## src/rtl/text_writer.sv

```systemverilog
// Character terminal writer: turns a stream of character codes into display
// memory writes, tracks the cursor and runs row / full-screen clear sequences.
// Handshake: a character is taken on a rising edge where char_valid and
// char_ready are both high; char_ready is high only while no clear runs.
module text_writer #(
    parameter int          COLS = 40,
    parameter int          ROWS = 30,
    parameter logic [7:0]  FILL = 8'h20
) (
    input  logic        clk,
    input  logic        clr,
    input  logic [7:0]  char_in,
    input  logic        char_valid,
    output logic        char_ready,
    output logic        dis_mem_we,
    output logic [11:0] dis_mem_addr,
    output logic [7:0]  dis_mem_data,
    output logic [5:0]  cursor_col,
    output logic [4:0]  cursor_row,
    output logic        busy
);

    typedef enum logic [1:0] {IDLE, CLR_ROW, CLR_ALL} state_t;

    localparam logic [5:0]  LAST_COL  = 6'(COLS - 1);
    localparam logic [4:0]  LAST_ROW  = 5'(ROWS - 1);
    localparam logic [11:0] COLS_W    = 12'(COLS);
    localparam logic [11:0] LAST_CELL = 12'(ROWS * COLS - 1);

    state_t      state_q, state_d;
    logic [5:0]  col_q, col_d;
    logic [4:0]  row_q, row_d;
    logic        we_q, we_d;
    logic [11:0] addr_q, addr_d;
    logic [7:0]  data_q, data_d;
    // Current and final address of the running clear sequence.
    logic [11:0] clr_addr_q, clr_addr_d;
    logic [11:0] clr_last_q, clr_last_d;

    logic [4:0]  next_row;
    logic [11:0] cell_addr;
    logic [11:0] next_base;

    // Next-state, cursor and write-port computation for all registers.
    always_comb begin
        state_d    = state_q;
        col_d      = col_q;
        row_d      = row_q;
        we_d       = 1'b0;
        addr_d     = addr_q;
        data_d     = data_q;
        clr_addr_d = clr_addr_q;
        clr_last_d = clr_last_q;

        next_row  = (row_q == LAST_ROW) ? 5'd0 : row_q + 5'd1;
        cell_addr = 12'(row_q) * COLS_W + 12'(col_q);
        next_base = 12'(next_row) * COLS_W;

        case (state_q)
            IDLE: begin
                if (char_valid) begin
                    if (char_in >= 8'h20 && char_in <= 8'h7E) begin
                        we_d   = 1'b1;
                        addr_d = cell_addr;
                        data_d = char_in;
                        if (col_q == LAST_COL) begin
                            // Line wrap: the new row is blanked before use.
                            col_d      = 6'd0;
                            row_d      = next_row;
                            state_d    = CLR_ROW;
                            clr_addr_d = next_base;
                            clr_last_d = next_base + COLS_W - 12'd1;
                        end else begin
                            col_d = col_q + 6'd1;
                        end
                    end else begin
                        case (char_in)
                            8'h0A: begin
                                col_d      = 6'd0;
                                row_d      = next_row;
                                state_d    = CLR_ROW;
                                clr_addr_d = next_base;
                                clr_last_d = next_base + COLS_W - 12'd1;
                            end
                            8'h0D: col_d = 6'd0;
                            8'h08: begin
                                if (col_q != 6'd0) begin
                                    col_d  = col_q - 6'd1;
                                    we_d   = 1'b1;
                                    addr_d = cell_addr - 12'd1;
                                    data_d = FILL;
                                end
                            end
                            8'h0C: begin
                                col_d      = 6'd0;
                                row_d      = 5'd0;
                                state_d    = CLR_ALL;
                                clr_addr_d = 12'd0;
                                clr_last_d = LAST_CELL;
                            end
                            default: ;  // unsupported codes are swallowed
                        endcase
                    end
                end
            end
            CLR_ROW, CLR_ALL: begin
                we_d   = 1'b1;
                addr_d = clr_addr_q;
                data_d = FILL;
                if (clr_addr_q == clr_last_q) begin
                    state_d = IDLE;
                end else begin
                    clr_addr_d = clr_addr_q + 12'd1;
                end
            end
            default: state_d = IDLE;
        endcase
    end

    // State, cursor and write-port registers; clr aborts any clear in flight.
    always_ff @(posedge clk) begin
        if (clr) begin
            state_q    <= IDLE;
            col_q      <= 6'd0;
            row_q      <= 5'd0;
            we_q       <= 1'b0;
            addr_q     <= 12'd0;
            data_q     <= 8'd0;
            clr_addr_q <= 12'd0;
            clr_last_q <= 12'd0;
        end else begin
            state_q    <= state_d;
            col_q      <= col_d;
            row_q      <= row_d;
            we_q       <= we_d;
            addr_q     <= addr_d;
            data_q     <= data_d;
            clr_addr_q <= clr_addr_d;
            clr_last_q <= clr_last_d;
        end
    end

    assign char_ready   = (state_q == IDLE);
    assign busy         = (state_q != IDLE);
    assign dis_mem_we   = we_q;
    assign dis_mem_addr = addr_q;
    assign dis_mem_data = data_q;
    assign cursor_col   = col_q;
    assign cursor_row   = row_q;

endmodule

```

## config.mk

```make
export PLATFORM = sky130hd
export DESIGN_NAME = text_writer
export DESIGN_NICKNAME = d
export VERILOG_FILES = /design/src/rtl/text_writer.sv
export SDC_FILE = /design/constraint.sdc
export NUM_CORES = 1
export LEC_CHECK = 0
export ABC_AREA = 1
export BUFFER_PORTS_ARGS = -buffer_cell sky130_fd_sc_hd__buf_2
export CAP_MARGIN = 20
export CORE_UTILIZATION = 43
export CTS_BUF_LIST = sky130_fd_sc_hd__clkbuf_16
export DETAILED_ROUTE_END_ITERATION = 7
export PLACE_DENSITY = 0.67
export SYNTH_ARGS = -nofsm -noshare
export SYNTH_HDL_FRONTEND = slang
export SYNTH_SLANG_ARGS = --single-unit
```

## constraint.sdc

```tcl
create_clock -name clk -period 6.6 [get_ports clk]
set_clock_uncertainty 0.2 [all_clocks]
set_input_delay 0.33 -clock clk [delete_from_list [all_inputs] [get_ports clk]]
set_output_delay 0.33 -clock clk [all_outputs]
set_load 0.1 [all_outputs]
```

-- Yosys cells after proc, flatten, opt, wreduce, memory -nomap -nowiden
Index checks and enable logic that the tools add are counted.
- $add $sub $neg: 8
- $mul: 2
- div/mod/pow operators: 0
- order comparisons: 2
- eq/ne operators: 18
- shift-type cells: 0
- multiplexer cells: 38
- bitwise gates (word level): 0
- reduce and logical (&&, ||, !) cells: 14
- operators by type and width (cell ; number):
    12-bit two-way mux ; 10
    12-bit one-hot mux with 2 select lines ; 4
    8-bit by 4-bit equality test with 1-bit output, second input constant ; 4
    8-bit two-way mux ; 4
    12-bit by 1-bit subtractor with 12-bit output, second input constant ; 2
    6-bit two-way mux ; 3
    5-bit by 3-bit multiplier with 8-bit output, second input constant ; 2
    8-bit one-hot mux with 2 select lines ; 1
    4-bit AND reduction ; 4
    5-bit two-way mux ; 3
    11-bit by 6-bit adder with 12-bit output ; 1
    11-bit by 6-bit adder with 12-bit output, second input constant ; 1
    12-bit by 1-bit adder with 12-bit output, second input constant ; 1
    12-bit equality test ; 1
    6-bit one-hot mux with 2 select lines ; 1
    5-bit one-hot mux with 2 select lines ; 1
    8-bit by 6-bit greater-or-equal comparator with 1-bit output, second input constant ; 1
    8-bit by 7-bit less-or-equal comparator with 1-bit output, second input constant ; 1
    2-bit two-way mux ; 4
    2-bit one-hot mux with 2 select lines ; 2
    6-bit by 1-bit adder with 6-bit output, second input constant ; 1
    6-bit equality test, second input constant ; 1
    2-bit != test, second input constant ; 3
    3-bit by 1-bit != test with 1-bit output, second input constant ; 2
    other kinds (19) ; 24
- register bits: 58
- latch bits: 0
- bits in writable memories: 0
- ROM bits: 0
- input port bits: 11
- output and inout port bits: 34
- memories kept: 0

-- Longest topological paths before layout
- word-level depth: 8
- mapped depth: 17

-- Worst setup path after synthesis
OpenSTA, ideal clock, no wires.
- path kind: flip-flop to flip-flop
- start point: register row_q[0], in the netlist cursor_row[0]
- end point: register clr_last_q[9]
- library setup time: 0.135 ns
- arrival: 3.172 ns
- data required time: 6.265 ns
- slack: 3.093 ns
- cell stages (with the launch flop): 14
- cells stage by stage: dfxtp_1 -> ha_1 -> nand2_1 -> nor2_1 -> inv_1 -> nand2_1 -> inv_1 -> ha_1 -> fa_1 -> xor2_1 -> nand3_1 -> nand3b_1 -> nand3_1 -> a21oi_1
- word-level cells in the longest chain between the ends: 7
- ends and longest elaborated chain (element ; line ; text):
    from (decl) ; 32 ; logic [4:0] row_q, row_d;
    from (signal assigned) ; 134 ; row_q <= row_d;
    5-bit by 1-bit adder with 5-bit output / 5-bit equality test (equally long branches) ; 55 ; next_row = (row_q == LAST_ROW) ? 5'd0 : row_q + 5'd1;
    5-bit two-way mux (*) ; 55 ;
    5-bit by 3-bit multiplier with 8-bit output (*) ; 57 ; next_base = 12'(next_row) * COLS_W;
    11-bit by 6-bit adder with 12-bit output (*) ; 72, 83 ;
    12-bit by 1-bit subtractor with 12-bit output (*) ; 72, 83 ;
    12-bit one-hot mux with 2 select lines / 12-bit two-way mux (equally long branches) ; 77, 66 ;
    12-bit two-way mux (*) ; 62 ; if (char_in >= 8'h20 && char_in <= 8'h7E) begin
    to (signal assigned) ; 139 ; clr_last_q <= clr_last_d;
    to (decl) ; 38 ; logic [11:0] clr_last_q, clr_last_d;
Every way passes the cells marked *; elsewhere a longest branch is shown, timed or not. The select of a mux whose other input is x is not followed.
A chain may end at the register's enable or synchronous reset.

-- Final worst setup path
- start point: register row_q[1], in the netlist cursor_row[1]
- end point: register clr_last_q[9]
The elaborated chain is that of the path after synthesis.

==> run_results.csv <==
group,metric,value,unit
worst_setup_path,end_kind,"register",
synth,syn_area_per_cell,6.73,um2
floorplanning,core-area,0.00872,mm2
clock_network,clk_pin_slew,0.08,ns
worst_setup_path,critPathTopFamily,"adder cells",
floorplanning,rows,34,
floorplanning,die_w,97.0,um
route,top_layer_used,"met4",
worst_setup_path,path_common_cell,"inv_1",
synth,yosys.cell_types.count,43,
power,leakagePower,2.03,nW
layout,final_util,0.490,
clock_network,cts_buffers,5,
floorplanning,start_util,0.445,
synth,synth-seq-area-share,0.284,
place,io_buffers,44,
power,clockPowerShare,0.184,
worst_setup_path,cp-start-kind,"register",
synth,ys_seq_elements,55,
global_route,antenna_found_initial,0,
hold_path,hp-start,"char_in[4]",
synth,synth-edff-count,0,
route,wl_met2,4.67,mm
place,placed_cell_area,0.00412,mm2
synth,synth.most_common_cell,"nand2_1",
sta,rsz0062_at_grt,"false",
route,ant_nets,0,
clock_network,cts_resized,0,
power,powerDensity,358,mW/mm2
synth,yosysWarnings,0,
worst_setup_path,critical_path_class,"register to register",
route,drtPass1Iterations,5,
clock_network,htreeDepth,2,
synth,yosysTopAreaCell,"dfxtp_1",
route,wl_met3,417,um
clock_network,cts_hold_buf,0,
synth,syn_area,0.00388,mm2
clock_network,cts_setup_buffers,0,
route,via_per_inst,5.34,
sta,tightest_slew,0.888,ns
global_route,grt_pass1_vias,3538,
place,gp_congestion,0.860,
synth,synth-adder-area-share,0.0896,
worst_setup_path,r2r_cells,14,
synth,synth_top_family_by_area,"simple AND/OR/NAND/NOR gates",
hold_path,hold_class,"primary input to register",
worst_setup_path,r2r_start,"cursor_row[1]$_SDFFE_PP0P_",
global_route,grt_use_total,0.218,
clock_network,cts.sinks,55,
sta,finalCriticalPeriod,3.10,ns
place,hpwl,7.49,mm
worst_setup_path,cpPeakStageDelay,0.47,ns
power,netSwitchingFraction,0.538,
layout,nets,645,
synth,synth_mux_area_frac,0,
sta,slew_headroom,0.408,
layout,drive_gt1_frac,0.144,
layout,seqCellArea,0.00110,mm2
worst_setup_path,path_buf_inv,3,
synth,synth-simple-area-share,0.306,
floorplanning,io_pins,45,
clock_network,cts_tree,"built",
hold_path,min_to,"dis_mem_data[4]$_SDFFE_PP0P_",
global_route,grt_max_degree,32,
power,comb_power_share,0.527,
power,switchingPower,0.000822,W
sta,period_share,0.470,
clock_network,cts_root_buf,"clkbuf_16",
synth,dominantRegCellSynth,"dfxtp_1",
worst_setup_path,slowest_stage,"fa_1",
hold_path,holdPathStages,3,
global_route,grt_pass1_wl,16.7,mm
sta,maxSlewViolCount,0,
worst_setup_path,r2r_end,"clr_last_q[9]$_SDFFE_PP0P_",
floorplanning,die_h,97.0,um
job,maxCapViolCount,0,
worst_setup_path,crit_path_cell_trace,"inv_1 -> ha_1 -> nand2_1 -> nor2_1 -> inv_1 -> nand2_1 -> inv_1 -> ha_1 -> fa_1 -> xor2_1 -> nand3_1 -> nand3b_1 -> nand3_1 -> a21oi_1",
layout,instances_no_fill,717,
worst_setup_path,arrival,3.07,ns
synth,synthXorXnorAreaFrac,0.0429,
layout,diodes,0,
layout,fillers,875,
synth,synth_compound_area_frac,0.179,
sta,hold_violations,0,
synth,synth_nets,614,
layout,syn2layout_area_growth,10.1,%
route,drc,0,
run_status,outcome,"finished, final reports clean",
sta,max_freq,323,MHz
power,peakVddDrop,188,uV
route,vias,3831,
worst_setup_path,r2r_setup_slack,3.50,ns
power,p_seq_frac,0.289,
power,power.internal,0.000706,W
synth,synth.cells.most_frequent,"nand2_1, nor2_1, inv_1",
layout,fin_area,0.00427,mm2
sta,setup_viol,0,
route,wl_per_cell,14.0,um
clock_network,clockBufferDepth,2,
synth,async_flop_share,0,
synth,yosys-top-cells-area,"dfxtp_1, nand2_1, ha_1",
synth,synth_top_cell_area_share,0.284,
synth,syn_inst,577,
route,dr.first_iter.drc_count,254,
route,met1_length,4.64,mm
worst_setup_path,crit_fanout,8,
clock_network,clk_latency,0.30,ns
place,dp_cells,709,
worst_setup_path,required,6.57,ns
global_route,grt_overflow,0,
sta,holdWs,0.104,ns
floorplanning,dieArea,0.00941,mm2
sta,finalSetupTns,0,ns
route,routed_wl,10.0,mm
layout,multiInputGateArea,0.00240,mm2
==> flip-flops by register name (all words and copies together) (netlist names) <==
| register | count |
|---|---|
| clr_addr_q | 12 |
| dis_mem_addr | 12 |
| clr_last_q | 9 |
| dis_mem_data | 8 |
| cursor_col | 6 |
| cursor_row | 5 |
| state_q | 2 |
| dis_mem_we | 1 |
==> power by group through the flow <==
stage | clock, W | combinational, W | sequential [W]
global placement | 0 | 0.000795 | 0.000447
detailed placement | 0 | 0.000801 | 0.000448
CTS | 0.000286 | 0.000802 | 0.000441
floorplan | 0 | 0.000414 | 0.000697
finish | 0.000281 | 0.000806 | 0.000442
global route | 0.000298 | 0.000868 | 0.000450
==> kinds of logic (layout without fill, tap and decap cells) <==
family                   count (synthesis)  count (layout)
AND/OR/NAND/NOR                        260             260
AO/OA/AOI/OAI                          128             128
buffers and inverters                   89             121
flip-flops                              55              55
adder cells (fa/ha/maj)                 26              26
XOR/XNOR                                19              19
==> cell usage in the layout (no fill, tap or decap), drive strengths merged, types with 5 or more instances in the layout <==
master	netlist	final
nand2	132	132
buf	11	44
clkbuf	9	5
dfxtp	55	55
xnor2	7	7
nor2	66	66
nor3	14	14
xor2	12	12
inv	68	70
a21oi	55	55
nand3	37	37
o22ai	6	6
o21ai	54	54
ha	23	23
==> per-layer routing <==
layer  vias up  global-route usage
met5         -                   0
met4         0              0.0884
met3        19              0.0340
met2       104               0.365
met1      1755               0.278
li1       1953                   -
==> worst min-delay path, stage by stage <==
cell	delay (ns)
buf_2	0.10
a21oi_1	0.07
nor2_1	0.07
==> layout make-up <==
| class | instances | area share |
|---|---|---|
| Multi-Input combinational cell | 433 | 0.561 |
| Sequential cell | 55 | 0.258 |
| Inverter | 69 | 0.0621 |
| Timing Repair Buffer | 44 | 0.0515 |
| Tap cell | 108 | 0.0316 |
| Clock buffer | 5 | 0.0293 |
| Clock inverter | 3 | 0.00644 |
==> worst max path at each step <==
stage,endpoint,startpoint,slack [ns],depth (start not counted)
floorplan,clr_last_q[9]$_SDFFE_PP0P_,cursor_row[0]$_SDFFE_PP0P_,3.09,13
global placement,clr_last_q[9]$_SDFFE_PP0P_,cursor_row[1]$_SDFFE_PP0P_,3.65,13
detailed placement,clr_last_q[9]$_SDFFE_PP0P_,cursor_row[1]$_SDFFE_PP0P_,3.54,14
CTS,clr_last_q[9]$_SDFFE_PP0P_,cursor_row[1]$_SDFFE_PP0P_,3.52,13
global route,clr_last_q[10]$_SDFFE_PP0P_,cursor_row[1]$_SDFFE_PP0P_,3.15,13
finish,clr_last_q[9]$_SDFFE_PP0P_,cursor_row[1]$_SDFFE_PP0P_,3.50,14
==> metrics by stage <==
step | worst slack (ns) | power (W)
floorplan | 3.09 | 0.00111
global placement | 3.65 | 0.00124
detailed placement | 3.54 | 0.00125
CTS | 3.52 | 0.00153
global route | 3.15 | 0.00162
finish | 3.50 | 0.00153
Note: power is estimated with default switching activity, not from simulation.
